File: src/rtl/fpu_seq_pkg.sv
// Shared types and constants for the FPU sequencer: state encoding, opcode map,
// result-mux selects, unit latencies and the divider timeout.
package fpu_seq_pkg;

    localparam int unsigned OP_W  = 4;
    localparam int unsigned SEL_W = 3;
    localparam int unsigned CNT_W = 5;

    // The divider is abandoned this many cycles after acceptance
    localparam int unsigned TIMEOUT_CYC = 32;

    typedef enum logic [1:0] {
        ST_IDLE  = 2'd0,
        ST_RUN   = 2'd1,
        ST_DONE  = 2'd2,
        ST_DRAIN = 2'd3
    } state_t;

    localparam logic [OP_W-1:0] OP_FADD   = 4'd0;
    localparam logic [OP_W-1:0] OP_FSUB   = 4'd1;
    localparam logic [OP_W-1:0] OP_FMUL   = 4'd2;
    localparam logic [OP_W-1:0] OP_FDIV   = 4'd3;
    localparam logic [OP_W-1:0] OP_FSQRT  = 4'd4;
    localparam logic [OP_W-1:0] OP_FSGNJ  = 4'd5;
    localparam logic [OP_W-1:0] OP_FSGNJN = 4'd6;
    localparam logic [OP_W-1:0] OP_FSGNJX = 4'd7;
    localparam logic [OP_W-1:0] OP_FEQ    = 4'd8;
    localparam logic [OP_W-1:0] OP_FLT    = 4'd9;
    localparam logic [OP_W-1:0] OP_FLE    = 4'd10;
    localparam logic [OP_W-1:0] OP_FCVTSW = 4'd11;
    localparam logic [OP_W-1:0] OP_FCVTWS = 4'd12;
    localparam logic [OP_W-1:0] OP_FMV    = 4'd13;

    localparam logic [SEL_W-1:0] SEL_ADD  = 3'd0;
    localparam logic [SEL_W-1:0] SEL_MUL  = 3'd1;
    localparam logic [SEL_W-1:0] SEL_DIV  = 3'd2;
    localparam logic [SEL_W-1:0] SEL_SQRT = 3'd3;
    localparam logic [SEL_W-1:0] SEL_SGNJ = 3'd4;
    localparam logic [SEL_W-1:0] SEL_CMP  = 3'd5;
    localparam logic [SEL_W-1:0] SEL_CVT  = 3'd6;
    localparam logic [SEL_W-1:0] SEL_MV   = 3'd7;

    localparam logic [CNT_W-1:0] LAT_ADD  = 5'd3;
    localparam logic [CNT_W-1:0] LAT_MUL  = 5'd2;
    localparam logic [CNT_W-1:0] LAT_SQRT = 5'd6;
    localparam logic [CNT_W-1:0] LAT_SGNJ = 5'd1;
    localparam logic [CNT_W-1:0] LAT_CMP  = 5'd1;
    localparam logic [CNT_W-1:0] LAT_CVT  = 5'd2;
    localparam logic [CNT_W-1:0] LAT_MV   = 5'd1;

    typedef struct packed {
        logic [SEL_W-1:0] sel;
        logic [CNT_W-1:0] lat;
        logic             variable_lat;
        logic             illegal;
    } lat_entry_t;

endpackage

File: src/rtl/fpu_seq_if.sv
// Decoder-side handshake between the floating-point decoder and the FPU sequencer.
interface fpu_seq_if;
    import fpu_seq_pkg::*;

    logic             fpu_go;
    logic [OP_W-1:0]  fpucontrol;
    logic             fdiv_done;
    logic             unit_start;
    logic [SEL_W-1:0] unit_sel;
    logic             res_we;
    logic             fpu_valid;
    logic             fpu_busy;
    logic             illegal;

    modport master (
        output fpu_go, fpucontrol, fdiv_done,
        input  unit_start, unit_sel, res_we, fpu_valid, fpu_busy, illegal
    );

    modport slave (
        input  fpu_go, fpucontrol, fdiv_done,
        output unit_start, unit_sel, res_we, fpu_valid, fpu_busy, illegal
    );

endinterface

File: src/rtl/fpu_lat_rom.sv
// Opcode lookup: result-mux select, fixed latency, variable-latency and illegal flags.
// Purely combinational so the decoder can share it.
module fpu_lat_rom
    import fpu_seq_pkg::*;
(
    input  logic [OP_W-1:0] i_op,
    output lat_entry_t      o_entry
);

    always_comb begin
        o_entry = '{sel: SEL_ADD, lat: CNT_W'(1), variable_lat: 1'b0, illegal: 1'b0};
        case (i_op)
            OP_FADD, OP_FSUB: begin
                o_entry.sel = SEL_ADD;
                o_entry.lat = LAT_ADD;
            end
            OP_FMUL: begin
                o_entry.sel = SEL_MUL;
                o_entry.lat = LAT_MUL;
            end
            OP_FDIV: begin
                o_entry.sel          = SEL_DIV;
                o_entry.variable_lat = 1'b1;
            end
            OP_FSQRT: begin
                o_entry.sel = SEL_SQRT;
                o_entry.lat = LAT_SQRT;
            end
            OP_FSGNJ, OP_FSGNJN, OP_FSGNJX: begin
                o_entry.sel = SEL_SGNJ;
                o_entry.lat = LAT_SGNJ;
            end
            OP_FEQ, OP_FLT, OP_FLE: begin
                o_entry.sel = SEL_CMP;
                o_entry.lat = LAT_CMP;
            end
            OP_FCVTSW, OP_FCVTWS: begin
                o_entry.sel = SEL_CVT;
                o_entry.lat = LAT_CVT;
            end
            OP_FMV: begin
                o_entry.sel = SEL_MV;
                o_entry.lat = LAT_MV;
            end
            default: begin
                o_entry.illegal = 1'b1;
            end
        endcase
    end

endmodule

File: src/rtl/fpu_seq.sv
// FPU sequencer: accepts one decoder request at a time, starts the selected unit and
// times its completion from a fixed latency or from the divider's done pulse.
module fpu_seq
    import fpu_seq_pkg::*;
(
    input  logic     clk,
    input  logic     rst,
    fpu_seq_if.slave bus
);

    state_t           r_state;
    logic [CNT_W-1:0] r_cnt;
    logic [OP_W-1:0]  r_op;
    logic [SEL_W-1:0] r_sel;
    logic             r_valid;
    logic             r_res_we;
    logic             r_busy;
    logic             r_illegal;

    lat_entry_t       w_ent;
    logic             w_accept;
    logic             w_is_div;
    logic             w_last;
    logic             w_run_fin;
    logic             w_timeout;

    fpu_lat_rom u_lat_rom (
        .i_op    (bus.fpucontrol),
        .o_entry (w_ent)
    );

    assign w_accept = (r_state == ST_IDLE) && bus.fpu_go && !rst;
    assign w_is_div = (r_op == OP_FDIV);
    assign w_last   = (r_cnt <= CNT_W'(1));

    // A divide finishes on its done pulse or when the timeout counter runs out
    assign w_run_fin = w_is_div ? (bus.fdiv_done || w_last) : w_last;
    assign w_timeout = w_is_div && !bus.fdiv_done && w_last;

    assign bus.unit_start = w_accept && !w_ent.illegal;
    assign bus.unit_sel   = r_sel;
    assign bus.res_we     = r_res_we;
    assign bus.fpu_valid  = r_valid;
    assign bus.fpu_busy   = r_busy;
    assign bus.illegal    = r_illegal;

    // The completion pulse is the first cycle of DONE, so DONE is always entered with r_valid set
    always_ff @(posedge clk) begin
        if (rst) begin
            r_state   <= ST_IDLE;
            r_cnt     <= '0;
            r_op      <= '0;
            r_sel     <= '0;
            r_valid   <= 1'b0;
            r_res_we  <= 1'b0;
            r_busy    <= 1'b0;
            r_illegal <= 1'b0;
        end else begin
            r_valid  <= 1'b0;
            r_res_we <= 1'b0;
            unique case (r_state)
                ST_IDLE: begin
                    if (bus.fpu_go) begin
                        r_op   <= bus.fpucontrol;
                        r_sel  <= w_ent.sel;
                        r_busy <= 1'b1;
                        if (w_ent.illegal) begin
                            r_state   <= ST_DONE;
                            r_cnt     <= '0;
                            r_valid   <= 1'b1;
                            r_illegal <= 1'b1;
                        end else if (w_ent.variable_lat) begin
                            r_state <= ST_RUN;
                            r_cnt   <= CNT_W'(TIMEOUT_CYC - 1);
                        end else if (w_ent.lat <= CNT_W'(1)) begin
                            r_state  <= ST_DONE;
                            r_cnt    <= '0;
                            r_valid  <= 1'b1;
                            r_res_we <= 1'b1;
                        end else begin
                            r_state <= ST_RUN;
                            r_cnt   <= w_ent.lat - CNT_W'(1);
                        end
                    end
                end
                ST_RUN: begin
                    if (r_cnt != '0) begin
                        r_cnt <= r_cnt - CNT_W'(1);
                    end
                    if (w_run_fin) begin
                        r_state  <= ST_DONE;
                        r_valid  <= 1'b1;
                        r_res_we <= 1'b1;
                        if (w_timeout) begin
                            r_illegal <= 1'b1;
                        end
                    end
                end
                ST_DONE: begin
                    r_state <= bus.fpu_go ? ST_DRAIN : ST_IDLE;
                    r_busy  <= bus.fpu_go;
                end
                ST_DRAIN: begin
                    if (!bus.fpu_go) begin
                        r_state <= ST_IDLE;
                        r_busy  <= 1'b0;
                    end
                end
                default: begin
                    r_state <= ST_IDLE;
                    r_busy  <= 1'b0;
                end
            endcase
        end
    end

endmodule
File: src/flat_wrapper.sv
// flat-port wrapper written by rule: the top's interface ports become plain ports
module fpu_seq_flat import fpu_seq_pkg::*;
  (clk, rst, bus_fpu_go, bus_fpucontrol, bus_fdiv_done, bus_unit_start, bus_unit_sel, bus_res_we, bus_fpu_valid, bus_fpu_busy, bus_illegal);
  fpu_seq_if bus_i ();
  input  logic clk;
  input  logic rst;
  input wire logic [$bits(bus_i.fpu_go)-1:0] bus_fpu_go;
  input wire logic [$bits(bus_i.fpucontrol)-1:0] bus_fpucontrol;
  input wire logic [$bits(bus_i.fdiv_done)-1:0] bus_fdiv_done;
  output wire logic [$bits(bus_i.unit_start)-1:0] bus_unit_start;
  output wire logic [$bits(bus_i.unit_sel)-1:0] bus_unit_sel;
  output wire logic [$bits(bus_i.res_we)-1:0] bus_res_we;
  output wire logic [$bits(bus_i.fpu_valid)-1:0] bus_fpu_valid;
  output wire logic [$bits(bus_i.fpu_busy)-1:0] bus_fpu_busy;
  output wire logic [$bits(bus_i.illegal)-1:0] bus_illegal;
  assign bus_i.fpu_go = bus_fpu_go;
  assign bus_i.fpucontrol = bus_fpucontrol;
  assign bus_i.fdiv_done = bus_fdiv_done;
  assign bus_unit_start = bus_i.unit_start;
  assign bus_unit_sel = bus_i.unit_sel;
  assign bus_res_we = bus_i.res_we;
  assign bus_fpu_valid = bus_i.fpu_valid;
  assign bus_fpu_busy = bus_i.fpu_busy;
  assign bus_illegal = bus_i.illegal;
  fpu_seq u_core (.clk(clk), .rst(rst), .bus(bus_i));
endmodule
File: config.mk
export PLATFORM = sky130hd
export DESIGN_NAME = fpu_seq_flat
export DESIGN_NICKNAME = d
export VERILOG_FILES = /design/src/rtl/fpu_seq_pkg.sv /design/src/rtl/fpu_seq_if.sv /design/src/rtl/fpu_lat_rom.sv /design/src/rtl/fpu_seq.sv /design/src/flat_wrapper.sv
export SDC_FILE = /design/constraint.sdc
export NUM_CORES = 1
export LEC_CHECK = 0
export CORE_MARGIN = 5
export CORE_UTILIZATION = 45
export DETAILED_ROUTE_END_ITERATION = 16
export PLACE_DENSITY_LB_ADDON = 0.12
export SYNTH_ARGS = -nofsm -noshare
export SYNTH_HDL_FRONTEND = slang
export SYNTH_SLANG_ARGS = --single-unit
File: constraint.sdc
create_clock -name clk -period 4.2 [get_ports clk]
set_input_delay 0.63 -clock clk [delete_from_list [all_inputs] [get_ports clk]]
set_output_delay 0.63 -clock clk [all_outputs]
set_load 0.02 [all_outputs]
==> results.sh, run 1 <==
export IMPL_synth_top_area_cell="dfxtp_1"
export IMPL_routed_via_count=945
export IMPL_r2r_setup_slack_ns=2.51
export IMPL_ys_warn_count=0
export IMPL_timing_rr_end="u_core.r_cnt[1]$_SDFFE_PP0P_"
export IMPL_cts_resized_gates=0
export IMPL_finalInstanceArea_sq_um=1180
export IMPL_grt_max_degree=22
export IMPL_pwr_density_cell_nw_per_um2=347
export IMPL_critPathLaunch="bus_fpu_go"
export IMPL_die_w_um=57.4
export IMPL_status="finished clean"
export IMPL_antenna_cells=0
export IMPL_maxCapViolCount=0
export IMPL_place_gp_congestion=0.843
export IMPL_clkSinkCount=18
export IMPL_hpwl_um=1640
export IMPL_rsz0062_at_grt="false"
export IMPL_grt_pass1_vias=870
export IMPL_hold_viol=0
export IMPL_endpoint="bus_unit_start"
export IMPL_crit_path_cell_trace="clkdlybuf4s50_1, or3b_1, nor3_1, clkdlybuf4s50_1"
export IMPL_reg2reg_depth=4
export IMPL_io_pins=16
export IMPL_post_route_period_util=0.763
export IMPL_worst_path_max_delay_cell="clkdlybuf4s50_1"
export IMPL_crit_path_frequent_cell="clkdlybuf4s50_1"
export IMPL_cts_root_buffer="clkbuf_4"
export IMPL_slew_headroom=0.556
export IMPL_synthDistinctLibCells=36
export IMPL_wl_um=2310
export IMPL_skew_ns=0.0126
export IMPL_cts_setup_buffers=0
export IMPL_yosys_most_used_dff="dfxtp_1"
export IMPL_viasPerCell=5.56
export IMPL_crit_fanout=10
export IMPL_finalSetupViolations=0
export IMPL_hold_class="reg -> reg"
export IMPL_cp_arrival_ns=2.58
export IMPL_netlist_top_cells_area="dfxtp_1 (36%), a21oi_1 (6.4%), nor2_1 (5.2%)"
export IMPL_start_util=0.465
export IMPL_drive_gt1_frac=0.0493
export IMPL_p_leak_nw=0.423
export IMPL_cts_buffers=3
export IMPL_max_clock_freq_mhz=312
export IMPL_fin_crit_ns=3.21
export IMPL_drv_slew=0
export IMPL_drcViolationCount=0
export IMPL_cts_tree="done"
export IMPL_startpoint_type="input pin"
export IMPL_r2r_start="u_core.r_state[1]$_SDFFE_PP0P_"
export IMPL_area_growth_pct=17.2
export IMPL_fin_nets=155
export IMPL_cp_end_kind="primary output"
export IMPL_netlist_area_sq_um=1010
export IMPL_crit_required_ns=3.57
export IMPL_critical_path_top_delay_family="buffers and inverters"
export IMPL_path_class="in -> out"
export IMPL_die_h_um=57.4
export IMPL_portBuffers=15
export IMPL_tightest_slew_ns=0.663
export IMPL_syn_inst=132
export IMPL_coreArea_sq_um=2170
export IMPL_netlist_area_leader_share=0.357
export IMPL_clock_path_buffers=2
export IMPL_slowest_delay_ns=0.63
export IMPL_synth_nets=143
export IMPL_postPlaceCellArea_sq_um=1160
export IMPL_drt_iter0_drc=9
export IMPL_postCtsHoldBufs=0
export IMPL_synth_most_common_cell="dfxtp_1"
export IMPL_synth_edf_count=0
export IMPL_grt_pass1_wl_um=3910
export IMPL_grt_usage=0.149
export IMPL_min_path_cells=2
export IMPL_first_pass_iters=4
export IMPL_clock_latency_ns=0.29
export IMPL_ant_nets=0
export IMPL_die_area_sq_um=3290
export IMPL_synth_common_cells="dfxtp_1 (18), nor2_1 (14), a21oi_1 (13)"
export IMPL_vdd_ir_drop_max_uv=222
export IMPL_ys_ff_latch=18
export IMPL_worst_path_buf_inv=2
export IMPL_finalSetupTns_ns=0
export IMPL_post_drt_wl_per_cell_um=13.6
export IMPL_rows=17
export IMPL_path_depth=4
export IMPL_async_flop_share=0
export IMPL_cts_htree_levels=1
export IMPL_syn_area_per_cell_sq_um=7.65
export IMPL_clk_pin_slew_ns=0.09
export IMPL_antenna_found_initial=0
export IMPL_seq_area_frac_synth=0.357
export IMPL_grt_overflow=0
state kept, by name, indices dropped and copies added, names as in the netlist:
name	cells
u_core.r_cnt	5
u_core.r_op	4
u_core.bus.unit_sel	3
u_core.r_state	2
u_core.bus.fpu_busy	1
u_core.bus.fpu_valid	1
u_core.bus.illegal	1
u_core.bus.res_we	1
how the worst min path moves through the flow:
stage                                     start                          end
floorplan           u_core.r_op[2]$_SDFFE_PP0P_  u_core.r_op[2]$_SDFFE_PP0P_
global placement    u_core.r_op[3]$_SDFFE_PP0P_  u_core.r_op[3]$_SDFFE_PP0P_
detailed placement  u_core.r_op[3]$_SDFFE_PP0P_  u_core.r_op[3]$_SDFFE_PP0P_
CTS                 u_core.r_op[3]$_SDFFE_PP0P_  u_core.r_op[3]$_SDFFE_PP0P_
global route        u_core.r_op[2]$_SDFFE_PP0P_  u_core.r_op[2]$_SDFFE_PP0P_
finish              u_core.r_op[2]$_SDFFE_PP0P_  u_core.r_op[2]$_SDFFE_PP0P_
area by class of cell:
| cell class | count | area [sq um] |
|---|---|---|
| well taps | 28 | 35.0 |
| repair buffers | 16 | 158 |
| multi-input cells | 100 | 589 |
| inverters | 5 | 18.8 |
| clock buffers | 3 | 22.5 |
| flip-flops and latches | 18 | 360 |
| fillers | 229 | 986 |
cells by family (layout without fill, tap and decap cells):
logic type | count (synthesis) | after routing | synth area share
and+or+nand+nor | 54 | 54 | 0.275
AOI/OAI and AO/OA | 43 | 43 | 0.271
DFF | 18 | 18 | 0.357
buffers and inverters | 14 | 24 | 0.0595
adders and majority gates | 3 | 3 | 0.0372
per-layer routing:
layer,GRT usage,vias to the layer above,part of all wire
met5,0,-,0
met4,0.0662,0,0.011
met3,0.0385,4,0.034
met2,0.234,15,0.47
met1,0.190,430,0.48
li1,-,496,-
placed cells by master, fill, tap and decap left out, types with 2 or more instances in the layout:
master | Yosys | final
nand2_1 | 12 | 12
a21o_1 | 3 | 3
ha_1 | 3 | 3
nand2b_1 | 4 | 4
a311oi_1 | 3 | 3
nor2b_1 | 2 | 2
clkdlybuf4s50_1 | 0 | 15
o21ai_0 | 5 | 5
a21oi_1 | 13 | 13
a31oi_1 | 2 | 2
dfxtp_1 | 18 | 18
nand3_1 | 4 | 4
nor3_1 | 3 | 3
or3_1 | 3 | 3
inv_1 | 4 | 4
a211oi_1 | 4 | 4
or3b_1 | 2 | 2
clkbuf_4 | 0 | 3
nor2_1 | 14 | 14
and3_1 | 2 | 2
o21ai_1 | 8 | 8
report_power, final:
group | total [mW] | internal [mW] | switching, mW
clock | 0.0845 | 0.0333 | 0.0511
combinational | 0.126 | 0.0535 | 0.0728
sequential | 0.200 | 0.187 | 0.0125
total | 0.411 | 0.274 | 0.136
metrics by stage:
stage               power, mW  setup slack (ns)  std cells   util  hold WS [ns]
CTS                     0.416             0.999        170  0.546         0.470
global placement        0.327              1.03        167  0.535         0.450
floorplan               0.291              1.96        132      -         0.436
finish                  0.411             0.993        170  0.546         0.465
global route            0.444             0.912        170  0.546         0.498
detailed placement      0.329              1.03        167  0.535         0.455
worst reg2reg max path, delay by kind of cell, from the launching register on:
kind	cells	cell delay, ns
DFF	1	0.40
AOI/OAI and AO/OA	3	0.59
and+or+nand+nor	1	0.57
Note: power is estimated with default switching activity, not from simulation.
==> run 2, diff against run 1 <==
==> constraint.sdc (replaced) <==
create_clock -name clk -period 2.71 [get_ports clk]
set_input_delay 0.4065 -clock clk [delete_from_list [all_inputs] [get_ports clk]]
set_output_delay 0.4065 -clock clk [all_outputs]
set_load 0.02 [all_outputs]
==> run 2 against run 1 <==
Via count is 6.2% higher. Combinational power rose by 66%. Utilization is 2.7 points higher. Sequential power is 55% higher. Count of clock-buffer cells in the layout grew 1. Final area rose by 5.0%. Cell count is 4.1% higher. Non-clock buffer count grew 6. Critical path depth unchanged. Routed wire length up 6.0%. Worst hold slack is essentially flat. Power rose by 67%.
==> results.sh, run 2 (synthesis results as in run 1) <==
export IMPL_status="finished clean"
export IMPL_maxCapViolCount=0
export IMPL_finalNonFillerCells=177
export IMPL_routed_via_count=1004
export IMPL_cts_buffers=3
export IMPL_ant_nets=0
export IMPL_cts_htree_levels=1
export IMPL_cts_setup_buffers=0
export IMPL_drt_iter0_drc=16
export IMPL_post_drt_wl_per_cell_um=13.8
export IMPL_crit_path_frequent_cell="clkdlybuf4s50_1"
export IMPL_clk_pin_slew_ns=0.10
export IMPL_grt_overflow=0
export IMPL_antenna_cells=0
export IMPL_post_route_period_util=0.950
export IMPL_crit_required_ns=2.30
export IMPL_hold_viol=0
export IMPL_r2r_setup_slack_ns=1.04
export IMPL_vdd_ir_drop_max_uv=407
export IMPL_dp_cells=173
export IMPL_worst_path_buf_inv=2
export IMPL_path_class="in -> out"
export IMPL_rows=17
export IMPL_startpoint_type="input pin"
export IMPL_io_pins=16
export IMPL_r2r_start="u_core.r_state[1]$_SDFFE_PP0P_"
export IMPL_place_gp_congestion=0.852
export IMPL_cts_tree="done"
export IMPL_die_w_um=57.4
export IMPL_min_path_cells=2
export IMPL_first_pass_iters=4
export IMPL_worst_path_max_delay_cell="clkdlybuf4s50_1"
export IMPL_power_uw=687
export IMPL_grt_usage=0.160
export IMPL_cts_resized_gates=0
export IMPL_fin_nets=161
export IMPL_grt_max_degree=21
export IMPL_die_h_um=57.4
export IMPL_antenna_found_initial=0
export IMPL_p_leak_nw=0.459
export IMPL_reg2reg_depth=5
export IMPL_clock_path_buffers=2
export IMPL_hpwl_um=1770
export IMPL_finalSetupTns_ns=0
export IMPL_critical_path_top_delay_family="buffers and inverters"
export IMPL_cp_arrival_ns=2.17
export IMPL_hold_start="u_core.r_op[2]$_SDFFE_PP0P_"
export IMPL_rsz0062_at_grt="false"
export IMPL_portBuffers=15
export IMPL_hold_class="reg -> reg"
export IMPL_coreArea_sq_um=2170
export IMPL_tightest_slew_ns=0.418
export IMPL_timing_rr_end="u_core.bus.res_we$_SDFF_PP0_"
export IMPL_area_growth_pct=23.0
export IMPL_grt_pass1_vias=999
export IMPL_layout_commonest_cell="dfxtp_1"
export IMPL_finalSetupViolations=0
export IMPL_start_util=0.465
export IMPL_holdWs_ns=0.465
export IMPL_crit_fanout=2
export IMPL_drcViolationCount=0
export IMPL_wl_um=2450
export IMPL_max_clock_freq_mhz=388
export IMPL_largest_reg_flops=5
export IMPL_hold_path_endpoint="u_core.r_op[2]$_SDFFE_PP0P_"
export IMPL_slowest_delay_ns=0.66
export IMPL_clkSinkCount=18
export IMPL_fin_crit_ns=2.57
export IMPL_skew_ns=0.00534
export IMPL_nFillCells=218
export IMPL_layout_common_cells="dfxtp_1 (18), clkdlybuf4s50_1 (15), nor2_1 (14)"
export IMPL_die_area_sq_um=3290
export IMPL_cp_end_kind="primary output"
export IMPL_pwr_density_cell_nw_per_um2=553
export IMPL_largest_register="u_core.r_cnt"
export IMPL_drv_slew=0
export IMPL_drive_gt1_frac=0.0940
export IMPL_postCtsHoldBufs=0
export IMPL_crit_path_cell_trace="clkdlybuf4s50_1, or3b_1, nor3_1, clkdlybuf4s50_1"
export IMPL_cts_root_buffer="clkbuf_4"
export IMPL_grt_pass1_wl_um=4250
export IMPL_slew_headroom=0.721
export IMPL_viasPerCell=5.67
export IMPL_clock_latency_ns=0.29
[run 2: final cells by class]
cell class / instances / area [sq um] / share of cell area
multi-input cells: 100 / 589 / 0.474
flip-flops and latches: 18 / 360 / 0.290
repair buffers: 22 / 203 / 0.163
clock buffers: 4 / 36.3 / 0.0292
well taps: 28 / 35.0 / 0.0282
inverters: 5 / 18.8 / 0.0151
[run 2: where the power goes]
| part | internal [mW] | switching (mW) |
|---|---|---|
| sequential | 0.290 | 0.0194 |
| combinational | 0.0916 | 0.117 |
| clock | 0.0818 | 0.0867 |
| total | 0.464 | 0.223 |
[run 2: worst reg2reg max path, stage by stage (launching register included)]
cell      delay, ns
dfxtp_1        0.39
or3b_1         0.43
buf_4          0.19
a311oi_2       0.23
o21ai_1        0.12
a211oi_2       0.23
[run 2: metrics by stage]
step | cell area [sq um] | setup WS, ns | utilization
after floorplan | 1010 | 0.915 | -
final | 1240 | 0.135 | 0.573
after CTS | 1240 | 0.149 | 0.573
after global routing | 1240 | 0.0427 | 0.573
after detailed placement | 1210 | 0.180 | 0.556
after global placement | 1210 | 0.145 | 0.556
[run 2: metal layers]
metal,wire (um),part of all wire,GRT usage,vias up
met5,0,0,0,-
li1,-,-,-,509
met4,17,0.0069,0.0563,0
met1,1120,0.46,0.200,466
met2,1150,0.47,0.266,27
met3,162,0.066,0.0362,2
[run 2: how the worst max path moves through the flow]
stage	endpoint	from	depth (start not counted)	slack, ns
finish	bus_unit_start	bus_fpu_go	4	0.14
global route	bus_unit_start	bus_fpu_go	4	0.04
CTS	bus_unit_start	bus_fpu_go	4	0.15
detailed placement	bus_unit_start	bus_fpu_go	4	0.18
global placement	bus_unit_start	bus_fpu_go	4	0.15
floorplan	bus_unit_start	bus_fpu_go	3	0.92
==> run 3, diff against run 2 <==
--- a/config.mk
+++ b/config.mk
@@ -8,7 +8,7 @@
 export CORE_MARGIN = 5
 export CORE_UTILIZATION = 45
 export DETAILED_ROUTE_END_ITERATION = 16
-export PLACE_DENSITY_LB_ADDON = 0.12
+export PLACE_DENSITY = 0.79
 export SYNTH_ARGS = -nofsm -noshare
 export SYNTH_HDL_FRONTEND = slang
 export SYNTH_SLANG_ARGS = --single-unit
==> run 3 against run 2 <==
Register-to-register slack barely moved. Power fell by 0.50%. Fmax down 0.93%. Final area down 0.60%. Highest routed layer unchanged. Utilization shrank 0.35 points. First-iteration DRC count shrank 38%. Sequential share of layout area up 0.18 points. Combinational power is essentially flat. Clock skew shrank 0.0043 ns. Clock power about the same. Routed wire length fell by 2.9%. Flip-flop and latch count stayed put.
==> results.sh, run 3 (synthesis results as in run 1) <==
export IMPL_status="finished clean"
export IMPL_first_pass_iters=4
export IMPL_ant_nets=0
export IMPL_grt_usage=0.149
export IMPL_rsz0062_at_grt="false"
export IMPL_finalNonFillerCells=176
export IMPL_nFillCells=208
export IMPL_die_h_um=57.4
export IMPL_p_switching_uw=220
export IMPL_hold_class="reg -> reg"
export IMPL_layout_commonest_cell="dfxtp_1"
export IMPL_maxCapViolCount=0
export IMPL_layout_common_cells="dfxtp_1 (18), clkdlybuf4s50_1 (15), nor2_1 (14)"
export IMPL_grt_max_degree=21
export IMPL_cts_resized_gates=0
export IMPL_postCtsHoldBufs=0
export IMPL_hold_viol=0
export IMPL_largest_register="u_core.r_cnt"
export IMPL_grt_pass1_wl_um=3890
export IMPL_power_frac_seq=0.455
export IMPL_post_drt_wl_per_cell_um=13.5
export IMPL_die_w_um=57.4
export IMPL_path_class="in -> out"
export IMPL_multi_input_area_sq_um=589
export IMPL_cp_end_kind="primary output"
export IMPL_skew_ns=0.00104
export IMPL_fin_crit_ns=2.60
export IMPL_viasPerCell=5.70
export IMPL_coreArea_sq_um=2170
export IMPL_portBuffers=15
export IMPL_clkPwrFrac=0.244
export IMPL_wl_um=2380
export IMPL_pwr_density_cell_nw_per_um2=554
export IMPL_drive_gt1_frac=0.0878
export IMPL_slew_headroom=0.713
export IMPL_finalSetupViolations=0
export IMPL_combinationalPowerShare=0.302
export IMPL_grt_pass1_vias=897
export IMPL_power_uw=684
export IMPL_clk_pin_slew_ns=0.10
export IMPL_drv_slew=0
export IMPL_tightest_slew_ns=0.430
export IMPL_crit_required_ns=2.30
export IMPL_antenna_cells=0
export IMPL_die_area_sq_um=3290
export IMPL_place_gp_congestion=0.803
export IMPL_startpoint_type="input pin"
export IMPL_vdd_ir_drop_max_uv=387
export IMPL_internal_power_uw=463
export IMPL_clkSinkCount=18
export IMPL_clock_path_buffers=2
export IMPL_cp_arrival_ns=2.19
export IMPL_largest_reg_flops=5
export IMPL_p_leak_nw=0.454
export IMPL_register_area_sq_um=360
export IMPL_post_route_period_util=0.959
export IMPL_antenna_found_initial=0
export IMPL_cts_htree_levels=1
export IMPL_grt_overflow=0
export IMPL_cts_tree="done"
export IMPL_routed_via_count=1004
export IMPL_crit_fanout=5
export IMPL_clock_latency_ns=0.30
export IMPL_p_sw_frac=0.322
export IMPL_start_util=0.465
export IMPL_dp_cells=172
export IMPL_area_growth_pct=22.3
export IMPL_cts_setup_buffers=0
export IMPL_fin_nets=160
export IMPL_io_pins=16
export IMPL_drt_iter0_drc=10
export IMPL_cts_root_buffer="clkbuf_4"
export IMPL_hpwl_um=1810
export IMPL_cts_buffers=3
export IMPL_rows=17
export IMPL_max_clock_freq_mhz=385
export IMPL_finalSetupTns_ns=0
export IMPL_drcViolationCount=0
run 3: cell count changes in the layout (fill, tap and decap cells not counted), sizes merged:
cell  before  now
buf        7    6
run 3: cell type report:
cell class	instances	area share
inverter	5	0.0152
clock buffer	4	0.0294
timing repair buffer	21	0.158
multi-input combinational	100	0.477
tap	28	0.0284
sequential	18	0.292
run 3: worst paths after layout:
path | startpoint | end | slack (ns) | cells past startpoint
worst min-delay path | u_core.r_op[3]$_SDFFE_PP0P_ | u_core.r_op[3]$_SDFFE_PP0P_ | 0.47 | 2
worst min register to register | u_core.r_op[3]$_SDFFE_PP0P_ | u_core.r_op[3]$_SDFFE_PP0P_ | 0.47 | 2
worst max register to register | u_core.r_state[1]$_SDFFE_PP0P_ | u_core.bus.res_we$_SDFF_PP0_ | 1.04 | 5
worst max-delay path | bus_fpu_go | bus_unit_start | 0.11 | 4
run 3: per-stage QoR:
step                      hold WS, ns   util  setup WS (ns)  area (sq um)
final                           0.472  0.569          0.111          1230
after floorplan                 0.436      -          0.915          1010
after detailed placement        0.458  0.552         0.0877          1200
after CTS                       0.472  0.569         0.0953          1230
after global placement          0.447  0.552         0.0908          1200
after global routing            0.494  0.569         0.0454          1230
run 3: routing by layer:
metal / wire (um) / up-vias / global-route usage
li1: - / 507 / -
met1: 1100 / 473 / 0.184
met2: 1160 / 17 / 0.247
met3: 52 / 7 / 0.0271
met4: 68 / 0 / 0.0695
met5: 0 / - / 0
run 3: power by group through the flow:
stage               Combinational [mW]  Clock, mW  Sequential [mW]
global route                     0.226      0.186            0.315
detailed placement               0.206          0            0.317
floorplan                        0.126          0            0.325
global placement                 0.200          0            0.314
finish                           0.206      0.167            0.311
CTS                              0.207      0.171            0.311
run 3: critical path, stage by stage:
cell	delay [ns]
clkdlybuf4s50_1	0.54
or3b_1	0.39
nor3_1	0.22
clkdlybuf4s50_1	0.64
